[config.mk]
export PLATFORM = sky130hd
export DESIGN_NAME = timer_ctrl
export DESIGN_NICKNAME = d
export VERILOG_FILES = /design/src/rtl/timer_ctrl_pkg.sv /design/src/rtl/timer_ctrl_bcd2_inc.sv /design/src/rtl/timer_ctrl.sv
export SDC_FILE = /design/constraint.sdc
export NUM_CORES = 1
export LEC_CHECK = 0
export CAP_MARGIN = 20
export CORE_ASPECT_RATIO = 0.5
export CORE_MARGIN = 4
export CORE_UTILIZATION = 50
export DETAILED_ROUTE_END_ITERATION = 10
export HOLD_SLACK_MARGIN = 0.1
export PLACE_DENSITY = 0.85
export SLEW_MARGIN = 15
export SYNTH_ARGS = -nofsm -noshare
export SYNTH_HDL_FRONTEND = slang
export SYNTH_SLANG_ARGS = --single-unit
[constraint.sdc]
create_clock -name clk -period 3.6 [get_ports clk]
set_input_delay 0.72 -clock clk [delete_from_list [all_inputs] [get_ports clk]]
set_output_delay 0.72 -clock clk [all_outputs]
set_load 0.02 [all_outputs]
[src/rtl/timer_ctrl_pkg.sv]
// Shared encodings for the countdown timer controller: BCD digit constants,
// controller state encoding and field-select codes.
package timer_ctrl_pkg;

  localparam int BCD_BIT_WIDTH = 4;

  localparam logic [BCD_BIT_WIDTH-1:0] BCD_ZERO = 4'd0;
  localparam logic [BCD_BIT_WIDTH-1:0] BCD_FIVE = 4'd5;
  localparam logic [BCD_BIT_WIDTH-1:0] BCD_NINE = 4'd9;

  typedef enum logic [2:0] {
    TC_IDLE  = 3'd0,
    TC_SET_H = 3'd1,
    TC_SET_M = 3'd2,
    TC_RUN   = 3'd3,
    TC_PAUSE = 3'd4,
    TC_ALARM = 3'd5
  } tc_state_e;

  localparam logic [1:0] FIELD_NONE = 2'b00;
  localparam logic [1:0] FIELD_HOUR = 2'b01;
  localparam logic [1:0] FIELD_MIN  = 2'b10;

endpackage

[src/rtl/timer_ctrl_bcd2_inc.sv]
// Combinational two-digit BCD incrementer; wraps to 00 in one step when the
// pair equals the supplied limit.
module bcd2_inc
  import timer_ctrl_pkg::*;
(
  input  logic [BCD_BIT_WIDTH-1:0] tens,
  input  logic [BCD_BIT_WIDTH-1:0] ones,
  input  logic [BCD_BIT_WIDTH-1:0] limit_tens,
  input  logic [BCD_BIT_WIDTH-1:0] limit_ones,
  output logic [BCD_BIT_WIDTH-1:0] tens_nx,
  output logic [BCD_BIT_WIDTH-1:0] ones_nx
);

  always_comb begin
    // NOTE: every output gets a default before any branch so no path leaves
    // it unassigned, which would otherwise infer a latch.
    tens_nx = tens;
    ones_nx = ones + 4'd1;
    if (tens == limit_tens && ones == limit_ones) begin
      tens_nx = BCD_ZERO;
      ones_nx = BCD_ZERO;
    end else if (ones == BCD_NINE) begin
      tens_nx = tens + 4'd1;
      ones_nx = BCD_ZERO;
    end
  end

endmodule

[src/rtl/timer_ctrl.sv]
// Sequencing controller for the HH:MM:SS BCD countdown: preset entry, load,
// run gating, pause/resume and a tick-timed alarm.
module timer_ctrl
  import timer_ctrl_pkg::*;
#(
  parameter int ALARM_TICKS = 10,
  parameter int HOUR_MAX    = 23
) (
  input  logic                     clk,
  input  logic                     rst_n,
  input  logic                     tick_1hz,
  input  logic                     btn_mode,
  input  logic                     btn_inc,
  input  logic                     btn_start,
  input  logic                     cnt_zero,
  output logic [BCD_BIT_WIDTH-1:0] init_value_h1,
  output logic [BCD_BIT_WIDTH-1:0] init_value_h0,
  output logic [BCD_BIT_WIDTH-1:0] init_value_m1,
  output logic [BCD_BIT_WIDTH-1:0] init_value_m0,
  output logic                     load,
  output logic [1:0]               en_start,
  output logic [1:0]               field_sel,
  output logic                     alarm
);

  localparam int CNT_W = $clog2(ALARM_TICKS + 1);
  localparam logic [CNT_W-1:0] ALARM_LAST = CNT_W'(ALARM_TICKS - 1);
  localparam logic [BCD_BIT_WIDTH-1:0] HOUR_LIM_T = BCD_BIT_WIDTH'(HOUR_MAX / 10);
  localparam logic [BCD_BIT_WIDTH-1:0] HOUR_LIM_O = BCD_BIT_WIDTH'(HOUR_MAX % 10);

  tc_state_e                state_q, state_d;
  logic [BCD_BIT_WIDTH-1:0] h1_q, h1_d, h0_q, h0_d, m1_q, m1_d, m0_q, m0_d;
  logic [CNT_W-1:0]         alarm_cnt_q, alarm_cnt_d;
  logic                     load_q, load_d;
  logic                     guard_q, guard_d;
  logic [1:0]               en_start_q, en_start_d;
  logic [1:0]               field_sel_q, field_sel_d;
  logic                     alarm_q, alarm_d;

  logic [BCD_BIT_WIDTH-1:0] h1_nx, h0_nx, m1_nx, m0_nx;
  logic                     preset_nz;
  logic                     any_btn;

  bcd2_inc u_hour_inc (
    .tens       (h1_q),
    .ones       (h0_q),
    .limit_tens (HOUR_LIM_T),
    .limit_ones (HOUR_LIM_O),
    .tens_nx    (h1_nx),
    .ones_nx    (h0_nx)
  );

  bcd2_inc u_min_inc (
    .tens       (m1_q),
    .ones       (m0_q),
    .limit_tens (BCD_FIVE),
    .limit_ones (BCD_NINE),
    .tens_nx    (m1_nx),
    .ones_nx    (m0_nx)
  );

  assign preset_nz = |{h1_q, h0_q, m1_q, m0_q};
  assign any_btn   = btn_start | btn_mode | btn_inc;

  always_comb begin
    state_d     = state_q;
    h1_d        = h1_q;
    h0_d        = h0_q;
    m1_d        = m1_q;
    m0_d        = m0_q;
    alarm_cnt_d = alarm_cnt_q;
    load_d      = 1'b0;
    // The datapath copies presets at the end of the load cycle, so cnt_zero is
    // untrustworthy during that cycle and the one after it.
    guard_d     = load_q;

    unique case (state_q)
      TC_IDLE: begin
        if (btn_start) begin
          if (preset_nz) begin
            load_d  = 1'b1;
            state_d = TC_RUN;
          end
        end else if (btn_mode) begin
          state_d = TC_SET_H;
        end
      end
      TC_SET_H: begin
        if (btn_start)     state_d = TC_IDLE;
        else if (btn_mode) state_d = TC_SET_M;
        else if (btn_inc) begin
          h1_d = h1_nx;
          h0_d = h0_nx;
        end
      end
      TC_SET_M: begin
        if (btn_start || btn_mode) state_d = TC_IDLE;
        else if (btn_inc) begin
          m1_d = m1_nx;
          m0_d = m0_nx;
        end
      end
      TC_RUN: begin
        if (btn_start) state_d = TC_PAUSE;
        else if (cnt_zero && !load_q && !guard_q) state_d = TC_ALARM;
      end
      TC_PAUSE: begin
        if (btn_start)     state_d = TC_RUN;
        else if (btn_mode) state_d = TC_IDLE;
      end
      TC_ALARM: begin
        if (any_btn) begin
          state_d     = TC_IDLE;
          alarm_cnt_d = '0;
        end else if (tick_1hz) begin
          if (alarm_cnt_q == ALARM_LAST) begin
            state_d     = TC_IDLE;
            alarm_cnt_d = '0;
          end else begin
            alarm_cnt_d = alarm_cnt_q + 1'b1;
          end
        end
      end
      default: state_d = TC_IDLE;
    endcase

    // Outputs are registered from the next state so they line up with it.
    en_start_d[0] = (state_d == TC_RUN) && !load_d;
    en_start_d[1] = (state_d == TC_SET_H) || (state_d == TC_SET_M);
    field_sel_d   = (state_d == TC_SET_H) ? FIELD_HOUR :
                    (state_d == TC_SET_M) ? FIELD_MIN  : FIELD_NONE;
    alarm_d       = (state_d == TC_ALARM);
  end

  // NOTE: sequential state uses non-blocking assignments so every flop
  // samples pre-edge values regardless of statement order.
  always_ff @(posedge clk or negedge rst_n) begin
    if (!rst_n) begin
      state_q     <= TC_IDLE;
      h1_q        <= BCD_ZERO;
      h0_q        <= BCD_ZERO;
      m1_q        <= BCD_ZERO;
      m0_q        <= BCD_ZERO;
      alarm_cnt_q <= '0;
      load_q      <= 1'b0;
      guard_q     <= 1'b0;
      en_start_q  <= 2'b00;
      field_sel_q <= FIELD_NONE;
      alarm_q     <= 1'b0;
    end else begin
      state_q     <= state_d;
      h1_q        <= h1_d;
      h0_q        <= h0_d;
      m1_q        <= m1_d;
      m0_q        <= m0_d;
      alarm_cnt_q <= alarm_cnt_d;
      load_q      <= load_d;
      guard_q     <= guard_d;
      en_start_q  <= en_start_d;
      field_sel_q <= field_sel_d;
      alarm_q     <= alarm_d;
    end
  end

  assign init_value_h1 = h1_q;
  assign init_value_h0 = h0_q;
  assign init_value_m1 = m1_q;
  assign init_value_m0 = m0_q;
  assign load          = load_q;
  assign en_start      = en_start_q;
  assign field_sel     = field_sel_q;
  assign alarm         = alarm_q;

endmodule
==> impl_results.md <==
- Final wirelength: 3240 microns
- Hold slack: 0.3988 ns
- Worst IR Drop VDD: 361.3 uV
- Max Slew Vio Count: 0
- ANT nets after route: 0
- Clock sinks: 30
- Crit end category: flop
- Worst rel slew slack: 71.32%
- Post-synth ARST share: 100.0%
- Register Area: 750.7 sq um
- Clk root buf: clkbuf_8
- R2R depth: 5
- Nets: 206
- Clock Skew: 0.006342 ns
- Max-Cap Viols: 0
- CTS tree: done
- DRC errors left: 0
- Via/cell ratio: 5.563
- CP arrival: 2.70 ns
- Vias: about 1,300
- Worst hold-check path type: reg -> reg
- Final min period: 2.534 ns
- Initial DRC Count: 64
- Worst-margin pin slew: 0.4294 ns
- Detailed Routing Iterations Pass 1: 4
- Met1 usage: 23.28%
- Most Used Layer, Global Route: met2
- Total power: 1.193 mW
- Area of the multi-input gates: around 820 sq um
- Number of global-route vias before repair: 1,220
- Mapped Avg Cell Area: about 10 sq um
- Initial core utilization: 53.10%
- Final setup TNS: 0 ns
- Synth Register Bits: 30
- FMAX: 394.6 MHz
- Post-synthesis sequential area ratio: 46.12%
- Synthesized net count: 176
- Gr usage total: 17.11%
- Final worst-path cycle share: between 70% and 80%
- Initial antenna violation count: 0
- CTS resizes: 0
- IO buf count: 28
- Wirelength per Cell: roughly 14 microns
- Synthesized cell area: 0.001628 sq mm
- Pwr dens: 594.2 mW/mm^2
- WP data required: around 3.8 ns
- Number of synthesized flops with an enable pin: 0
- Area of the die: 0.004288 sq mm
- First-pass GRT wire length: around 5700 microns
- GP Congestion: 0.8838
- I/O pins: 29
- Post-synth top cells: dfrtp_1 (30), o21ai_0 (18), nand2_1 (14), nor2_1 (10), ha_1 (8)
- Top FF cell, synth: dfrtp_1
- Startpoint Class: primary input
- Global route overflow: 0
- Die X: 88.69 microns
- Largest net degree at the start of global routing: 31
- Inserted Clock Buffers: 5
- Core Area: 0.003065 sq mm
- Yosys top cell area share: 46.12%
- CTS H-tree lvls: 2
- Worst hold path stage count: 0
- Die Y: 48.35 microns
- Final hold viol count: 0
- Gate Count Post-Synth: 161
- Post-DP HPWL: 2417 microns
- Largest area contributor in the netlist: dfrtp_1
- RSZ-0062 raised after global routing: no
- Clock transition at the registers of the reported paths: 0.06 ns
- Max clock buf depth: 2
- Crit Path Max Fanout: 11
- GR Layer Usage met2: ~26%
- Unique cell type count in the Yosys netlist: 45
- Crit Path Category: in -> reg
- Synth area leaders: dfrtp_1 (46%), ha_1 (6.1%), o21ai_0 (5.5%)
- Skew-Pair Late Insertion Delay: 0.28 ns
- Met3 Use GR: approximately 5%
- Hold buffers post-CTS: 0
- Area growth from synthesis to final layout: 23.37%
- Most common cell in the synthesized netlist: dfrtp_1
- Layout cells sized above 1: 5.759%
- Post-CTS Setup Repair Bufs: 0
- Ys Warns: 0
- Final Setup Violations: 0
- Diodes inserted: 0
- Leakage: a little over 0.9 nW
- Fill cells: 229
- Run status: finished, final reports clean
- Std-Cell Rows: 14
[worst max-delay path, stage by stage]
cell and delay (ns):
clkdlybuf4s50_1 0.59, nor4b_4 0.42, nand4b_4 0.20, nor3_4 0.29
nand4_1 0.14, mux2_1 0.33
[metrics by stage]
stage                     utilization, %  instance area (sq um)  std cells  worst slack (ns)
after global placement             63.02                   1932        224            0.8327
after detailed placement           63.02                   1932        224            0.7937
final                              65.51                   2008        231             1.066
after floorplan                        -                   1628        161             1.416
after global routing               65.51                   2008        231            0.8953
after CTS                          65.51                   2008        231             1.071
[cells in the final DEF, fill, tap and decap left out, types with 3 or more instances in the layout]
cell type,netlist,final
dfrtp_1,30,30
clkdlybuf4s50_1,0,28
o21ai_0,18,18
nand2_1,14,14
nor2_1,10,10
ha_1,8,8
inv_1,7,7
nor2b_1,6,6
a21oi_1,5,5
clkbuf_8,0,5
nand3_1,4,4
and3b_1,3,3
nand3b_1,3,3
nand4_1,3,3
nor4_1,3,3
xnor2_1,3,3
[per-layer routing]
layer,part of all wire (%),vias up
met5,0,-
met4,1.3,0
met3,4.2,6
met2,48,21
met1,47,622
li1,-,636
[cell families after synthesis]
logic type	count (synthesis)	share of synthesized area [%]
DFF	30	46.12
adders and majority gates	8	6.149
muxes	3	1.998
and+or+nand+nor	66	25.91
xor gates and xnor gates	4	2.153
AOI/OAI and AO/OA	37	13.99
buffers and inverters	13	3.690
[path summary, 6_finish.rpt]
kind / start / to / slack, ns
worst min register to register: load / guard_q / 0.40
worst max register to register: state_q[2] / init_value_m1[3] / 1.57
max in group asynchronous: rst_n / init_value_h0[3] / 2.50
worst max-delay path: btn_start / init_value_m1[3] / 1.07
worst min-delay path: load / guard_q / 0.40
min in group asynchronous: rst_n / alarm_cnt_q[1] / 0.82
[sequential cells by signal, indices dropped and copies added, names as in the netlist]
signal,count
alarm_cnt_q,4
init_value_h0,4
init_value_h1,4
init_value_m0,4
init_value_m1,4
state_q,3
en_start,2
field_sel,2
alarm,1
guard_q,1
load,1
[where the power goes]
group / switching, mW / internal, mW / total [mW] / leakage (nW)
clock network: 0.116 / 0.133 / 0.248 / 0.0383
registers: 0.123 / 0.421 / 0.544 / 0.393
logic: 0.200 / 0.200 / 0.400 / 0.477
total: 0.439 / 0.754 / 1.19 / 0.908
[final cells by class]
type / instances / area share [%]
Clock buffer: 7 / 3.801
Inverter: 7 / 1.308
Multi-Input combinational cell: 118 / 40.69
Sequential cell: 30 / 37.38
Tap cell: 40 / 2.492
Timing Repair Buffer: 29 / 14.33
Power figures use the tool's default switching activity.
